==> config.mk <==
export PLATFORM = sky130hd
export DESIGN_NAME = mem_access_unit
export DESIGN_NICKNAME = d
export VERILOG_FILES = /design/src/rtl/mem_pkg.sv /design/src/rtl/mem_access_unit_stack_pointer.sv /design/src/rtl/mem_access_unit.sv
export SDC_FILE = /design/constraint.sdc
export NUM_CORES = 1
export LEC_CHECK = 0
export ABC_CLOCK_PERIOD_IN_PS = 3100
export BUFFER_PORTS_ARGS = -buffer_cell sky130_fd_sc_hd__buf_2
export CAP_MARGIN = 20
export CELL_PAD_IN_SITES_DETAIL_PLACEMENT = 0
export CELL_PAD_IN_SITES_GLOBAL_PLACEMENT = 1
export CORE_MARGIN = 2
export CORE_UTILIZATION = 31
export CTS_CLUSTER_SIZE = 8
export DETAILED_ROUTE_END_ITERATION = 10
export MAX_ROUTING_LAYER = met4
export PLACE_DENSITY_LB_ADDON = 0.1
export SLEW_MARGIN = 30
export SYNTH_ARGS = -nofsm -noshare
export SYNTH_HDL_FRONTEND = slang
export SYNTH_SLANG_ARGS = --single-unit
==> constraint.sdc <==
create_clock -name clk -period 3.1 [get_ports clk]
set_input_delay 0.31 -clock clk [delete_from_list [all_inputs] [get_ports clk]]
set_output_delay 0.31 -clock clk [all_outputs]
set_load 0.01 [all_outputs]
==> src/rtl/mem_pkg.sv <==
// Shared definitions for the memory-stage access unit.
//   op_t      : request opcodes presented by the MEM pipeline stage
//   state_t   : access sequencer states
//   sp_ctrl_t : stack pointer update commands
package mem_pkg;

  localparam int unsigned N_DEFAULT = 10;

  typedef enum logic [2:0] {
    OP_NOP  = 3'd0,
    OP_LDD  = 3'd1,
    OP_STD  = 3'd2,
    OP_PUSH = 3'd3,
    OP_POP  = 3'd4,
    OP_CALL = 3'd5,
    OP_RET  = 3'd6,
    OP_RSVD = 3'd7
  } op_t;

  typedef enum logic [2:0] {
    ST_IDLE    = 3'd0,
    ST_RD_WAIT = 3'd1,
    ST_RET_LO  = 3'd2,
    ST_RET_HI  = 3'd3,
    ST_CALL_LO = 3'd4
  } state_t;

  typedef enum logic [2:0] {
    SP_HOLD = 3'd0,
    SP_INC1 = 3'd1,
    SP_INC2 = 3'd2,
    SP_DEC1 = 3'd3,
    SP_DEC2 = 3'd4
  } sp_ctrl_t;

endpackage

==> src/rtl/mem_access_unit_stack_pointer.sv <==
// Stack pointer register with modulo-2^N neighbour addresses.
//   clk, rst : clock, synchronous active-high reset (sp <= SP_INIT)
//   ctrl     : hold / +1 / +2 / -1 / -2 update applied at posedge
//   sp       : current stack pointer
//   sp_p1/p2 : sp+1, sp+2 (mod 2^N)
//   sp_m1    : sp-1 (mod 2^N)
module stack_pointer
  import mem_pkg::*;
#(
  parameter int unsigned N       = N_DEFAULT,
  parameter int unsigned SP_INIT = (1 << N) - 1
) (
  input  logic         clk,
  input  logic         rst,
  input  sp_ctrl_t     ctrl,
  output logic [N-1:0] sp,
  output logic [N-1:0] sp_p1,
  output logic [N-1:0] sp_p2,
  output logic [N-1:0] sp_m1
);

  logic [N-1:0] sp_m2;

  always_comb begin
    sp_p1 = sp + N'(1);
    sp_p2 = sp + N'(2);
    sp_m1 = sp - N'(1);
    sp_m2 = sp - N'(2);
  end

  always_ff @(posedge clk) begin
    if (rst) begin
      sp <= N'(SP_INIT);
    end else begin
      case (ctrl)
        SP_INC1: sp <= sp_p1;
        SP_INC2: sp <= sp_p2;
        SP_DEC1: sp <= sp_m1;
        SP_DEC2: sp <= sp_m2;
        default: sp <= sp;
      endcase
    end
  end

endmodule

==> src/rtl/mem_access_unit.sv <==
// Memory-stage initiator: turns LDD/STD/PUSH/POP/CALL/RET requests into
// data-memory read/write strobes, owns the stack pointer and splits 32-bit
// PC push/pop into two 16-bit accesses.
//   req_*          : request from the MEM stage (sampled only in IDLE)
//   stall          : holds upstream stages (combinational)
//   resp_valid     : one-cycle pulse qualifying resp_data / resp_pc
//   sp             : stack pointer, zero-extended to 16 bits
//   mem_*          : data memory ports; read data arrives at the negedge
//                    after the posedge that sampled the read address
module mem_access_unit
  import mem_pkg::*;
#(
  parameter int unsigned N       = N_DEFAULT,
  parameter int unsigned SP_INIT = (1 << N) - 1
) (
  input  logic        clk,
  input  logic        rst,
  input  logic        req_valid,
  input  logic [2:0]  req_op,
  input  logic [15:0] req_addr,
  input  logic [15:0] req_wdata,
  input  logic [31:0] req_pc,
  output logic        stall,
  output logic        resp_valid,
  output logic [15:0] resp_data,
  output logic [31:0] resp_pc,
  output logic [15:0] sp,
  output logic        mem_read_enable,
  output logic        mem_write_enable,
  output logic [15:0] mem_read_addr,
  output logic [15:0] mem_write_addr,
  output logic [15:0] mem_write_data,
  input  logic [15:0] mem_read_data
);

  state_t       state, state_next;
  sp_ctrl_t     sp_ctrl;
  op_t          op;
  logic [N-1:0] sp_cur, sp_p1, sp_p2, sp_m1;

  stack_pointer #(
    .N       (N),
    .SP_INIT (SP_INIT)
  ) u_sp (
    .clk   (clk),
    .rst   (rst),
    .ctrl  (sp_ctrl),
    .sp    (sp_cur),
    .sp_p1 (sp_p1),
    .sp_p2 (sp_p2),
    .sp_m1 (sp_m1)
  );

  assign sp = 16'(sp_cur);
  assign op = op_t'(req_op);

  always_ff @(posedge clk) begin
    if (rst) state <= ST_IDLE;
    else     state <= state_next;
  end

  always_ff @(posedge clk) begin
    if (rst) begin
      resp_valid <= 1'b0;
      resp_data  <= '0;
      resp_pc    <= '0;
    end else begin
      resp_valid <= (state == ST_RD_WAIT) || (state == ST_RET_HI);
      if (state == ST_RD_WAIT) resp_data      <= mem_read_data;
      if (state == ST_RET_LO)  resp_pc[15:0]  <= mem_read_data;
      if (state == ST_RET_HI)  resp_pc[31:16] <= mem_read_data;
    end
  end

  // CALL_LO leaves stall low: the request was held for exactly one extra
  // cycle, so the next instruction arrives in the cycle after CALL_LO.
  always_comb begin
    state_next       = state;
    sp_ctrl          = SP_HOLD;
    stall            = 1'b0;
    mem_read_enable  = 1'b0;
    mem_write_enable = 1'b0;
    mem_read_addr    = '0;
    mem_write_addr   = '0;
    mem_write_data   = '0;
    case (state)
      ST_IDLE: begin
        if (req_valid) begin
          case (op)
            OP_STD: begin
              mem_write_enable = 1'b1;
              mem_write_addr   = req_addr;
              mem_write_data   = req_wdata;
            end
            OP_PUSH: begin
              mem_write_enable = 1'b1;
              mem_write_addr   = sp;
              mem_write_data   = req_wdata;
              sp_ctrl          = SP_DEC1;
            end
            OP_LDD: begin
              mem_read_enable = 1'b1;
              mem_read_addr   = req_addr;
              stall           = 1'b1;
              state_next      = ST_RD_WAIT;
            end
            OP_POP: begin
              mem_read_enable = 1'b1;
              mem_read_addr   = 16'(sp_p1);
              sp_ctrl         = SP_INC1;
              stall           = 1'b1;
              state_next      = ST_RD_WAIT;
            end
            OP_CALL: begin
              mem_write_enable = 1'b1;
              mem_write_addr   = sp;
              mem_write_data   = req_pc[31:16];
              stall            = 1'b1;
              state_next       = ST_CALL_LO;
            end
            OP_RET: begin
              mem_read_enable = 1'b1;
              mem_read_addr   = 16'(sp_p1);
              stall           = 1'b1;
              state_next      = ST_RET_LO;
            end
            default: ;
          endcase
        end
      end
      ST_RD_WAIT: begin
        stall      = 1'b1;
        state_next = ST_IDLE;
      end
      ST_RET_LO: begin
        stall           = 1'b1;
        mem_read_enable = 1'b1;
        mem_read_addr   = 16'(sp_p2);
        state_next      = ST_RET_HI;
      end
      ST_RET_HI: begin
        stall      = 1'b1;
        sp_ctrl    = SP_INC2;
        state_next = ST_IDLE;
      end
      ST_CALL_LO: begin
        mem_write_enable = 1'b1;
        mem_write_addr   = 16'(sp_m1);
        mem_write_data   = req_pc[15:0];
        sp_ctrl          = SP_DEC2;
        state_next       = ST_IDLE;
      end
      default: state_next = ST_IDLE;
    endcase
  end

endmodule

==> impl_metrics.json <==
{
  "critical_path_class": "reg2out",
  "rr_endpoint": "u_sp.sp[8]$_SDFFE_PP1P_",
  "fillers": 1368,
  "synthFlopType": "dfxtp_1",
  "async_flop_share_pct": 0,
  "fin_crit_sh_pct": 92.7,
  "worstPathArrival_ps": 2560,
  "hold_buffers": 0,
  "cp_max_fo": 12,
  "clk_path_buf_depth": 2,
  "cp_slowest_stage_delay_ps": 510,
  "die_h_um": 117,
  "grt_max_degree": 39,
  "syn_area_per_cell_um2": 7.10,
  "num_vias": 4735,
  "dieArea_mm2": 0.0138,
  "holdWs_ps": 249,
  "place_inst": 891,
  "hold_violations": 0,
  "layout-drive-gt1-share_pct": 32.0,
  "post-route-util_pct": 42.8,
  "yosysSeqAreaShare_pct": 31.2,
  "cp-endpoint": "mem_write_addr[9]",
  "run_status": "finished, final reports clean",
  "first_pass_iters": 5,
  "die_w_um": 117,
  "r2r_cells": 5,
  "slew_headroom_pct": 35.3,
  "min-delay-path-class": "in2reg",
  "vdd_ir_drop_max_uv": 271,
  "dpl.hpwl_um": 10800,
  "worst_slew_pin_slew_ps": 971,
  "cp_data_required_time_ps": 2790,
  "grt_pass1_vias": 4294,
  "rsz0062_at_grt": "no",
  "max-cap-violations": 0,
  "cp-startpoint": "u_sp.sp[1]$_SDFFE_PP1P_",
  "start_util_pct": 31.6,
  "ys_top_cells_by_area": "dfxtp_1 (31%), nand2_1 (13%), a21oi_1 (7.4%), a22oi_1 (6.2%), o21ai_0 (3.8%)",
  "gp_congestion": 0.915,
  "rows": 41,
  "synthesis.area_mm2": 0.00398,
  "cp.buffers_inverters": 2,
  "path_depth": 7,
  "finalNonFillerCells": 906,
  "drc": 0,
  "yosys_warnings": 0,
  "ys_types": 57,
  "syn-instance-count": 560,
  "areaGrowthSynthToFinish_pct": 35.2,
  "antenna_found_initial": 0,
  "cts_root_buffer": "clkbuf_16",
  "cts_resized": 0,
  "cp_slowest_cell": "or4b_1",
  "ff2ff_setup_slack_ps": 650,
  "fmax_mhz": 348,
  "top_level_ports": 202,
  "synth_area_leader_cell": "dfxtp_1",
  "port_buffers": 195,
  "post_drt_wl_per_cell_um": 16.5,
  "groute.usage.overall_pct": 22.0,
  "cts_tree": "built",
  "clk_latency_ps": 320,
  "viasPerCell": 5.23,
  "routed_wl_um": 15000,
  "clock-sinks": 62,
  "nets": 821,
  "power.density_mw_per_mm2": 459,
  "synth_seq_cells": 62,
  "cts_setup_buffers": 0,
  "fin_crit_ps": 2870,
  "worstSetupEndpointType": "output pin",
  "clock_skew_ps": 8.75,
  "dr.first_iter.drc_count": 301,
  "maxSlewViolCount": 0,
  "rr_startpoint": "state[1]$_SDFFE_PP0P_",
  "overflow": 0,
  "setup-violations-final": 0,
  "critPathTopFamily": "simple AND/OR/NAND/NOR gates",
  "start_kind": "flip-flop",
  "post-synth-top-area-fraction_pct": 31.2,
  "p_leak_nw": 2.43,
  "synth_edf_count": 0,
  "clk_pin_slew_worst_paths_ps": 50,
  "cts-buffers-inserted": 9,
  "grt_pass1_wl_um": 22900,
  "path_cells": "inv_1, ha_1, or4b_1, a311oi_1, xnor2_1, o22ai_1, buf_2",
  "drtAntennaViolNets": 0,
  "diodes": 0,
  "cts_max_level": 3,
  "core_mm2": 0.0126,
  "tns_ps": 0
}
[area by class of cell]
cell class / instances / area (µm²) / area share [%]
clock inverters: 3 / 42.5 / 0.791
well taps: 172 / 215 / 4.00
clock buffers: 12 / 267 / 4.96
flip-flops and latches: 62 / 1240 / 23.1
multi-input cells: 441 / 2500 / 46.4
inverters: 5 / 18.8 / 0.349
repair buffers: 211 / 1100 / 20.4
[stage by stage]
stage                     cell area (µm²)  power, mW  setup slack, ps
after global routing                 5380       2.58             69.9
after floorplan                      4000       1.24              791
after detailed placement             5070       1.46              604
after CTS                            5380       2.49              247
final                                5380       2.47              225
after global placement               5060       1.46              658
[sequential cells by signal (all words and copies together), names as in the netlist]
name / count
u_sp.sp: 10
resp_pc: 32
state: 3
resp_data: 16
resp_valid: 1
[report_power, final]
part / total [mW] / internal [mW] / switching [mW]
registers: 0.878 / 0.826 / 0.0518
clock network: 1.02 / 0.681 / 0.336
logic: 0.573 / 0.236 / 0.337
[synthesized netlist by cell type, types with 2 or more instances]
master	instances
and3_1	14
o211ai_1	2
and3b_1	2
nor2_1	27
nand3b_1	2
xnor2_1	17
nand3_1	7
buf_1	3
nand2b_1	5
a21boi_0	2
buf_2	13
a221oi_1	4
ha_1	5
nor3b_1	3
nor2b_1	6
nand2_1	133
clkbuf_1	35
or3b_1	2
or3_1	2
dfxtp_1	62
o21a_1	2
and2_1	3
inv_1	5
a211oi_1	3
o22ai_1	18
or4_1	2
or4b_1	2
o221ai_1	4
a22oi_1	33
nor3_1	10
a2bb2oi_1	2
o21ai_0	30
a21oi_1	59
buf_4	6
nand4_1	4
a311oi_1	2
xor2_1	9
[worst min-delay path by stage]
stage,slack [ps],startpoint,depth (start not counted),endpoint
floorplan,410,rst,1,u_sp.sp[1]$_SDFFE_PP1P_
global placement,440,resp_pc[12]$_SDFFE_PP0P_,2,resp_pc[12]$_SDFFE_PP0P_
detailed placement,440,resp_pc[7]$_SDFFE_PP0P_,2,resp_pc[7]$_SDFFE_PP0P_
finish,250,mem_read_data[4],3,resp_pc[20]$_SDFFE_PP0P_
CTS,240,mem_read_data[4],3,resp_pc[20]$_SDFFE_PP0P_
global route,250,mem_read_data[3],3,resp_pc[19]$_SDFFE_PP0P_
[worst register-to-register path, delay by kind of cell, from the launching register on]
kind               cells  cell delay [ps]
DFF                    1              470
and+or+nand+nor        3             1400
AOI/OAI and AO/OA      2              460
[cells by family after synthesis]
group,Yosys count,synth area share (%)
AO/OA/AOI/OAI,171,26.8
XOR/XNOR,26,5.73
adder cells (fa/ha/maj),5,1.57
other,1,0.0943
multiplexers,1,0.252
flip-flops,62,31.2
buffers and inverters,62,6.83
AND/OR/NAND/NOR,232,27.5
[cells in the final DEF (no fill, tap or decap), drive strengths merged, types with 3 or more instances in the layout]
| master | instances |
|---|---|
| inv | 5 |
| nor2b | 6 |
| xnor2 | 17 |
| a21oi | 60 |
| ha | 5 |
| a211oi | 3 |
| or4b | 3 |
| nand4 | 4 |
| dfxtp | 62 |
| and3 | 14 |
| nor2 | 28 |
| xor2 | 9 |
| or3 | 3 |
| nor3b | 3 |
| nand3 | 7 |
| a22oi | 33 |
| o22ai | 18 |
| nor3 | 10 |
| nand2 | 133 |
| or3b | 3 |
| o221ai | 4 |
| o21ai | 31 |
| nand2b | 5 |
| buf | 211 |
| and2 | 3 |
| a221oi | 4 |
| conb | 6 |
| clkbuf | 12 |
[per-layer routing]
metal  vias up  wire length [µm]  track usage [%]
met4         0               265             5.73
li1       2301                 -                -
met5         -                 0                -
met2       177              7350             36.0
met3        21               917             3.24
met1      2236              6430             28.5
No activity file was read; power rests on OpenSTA's default activity.
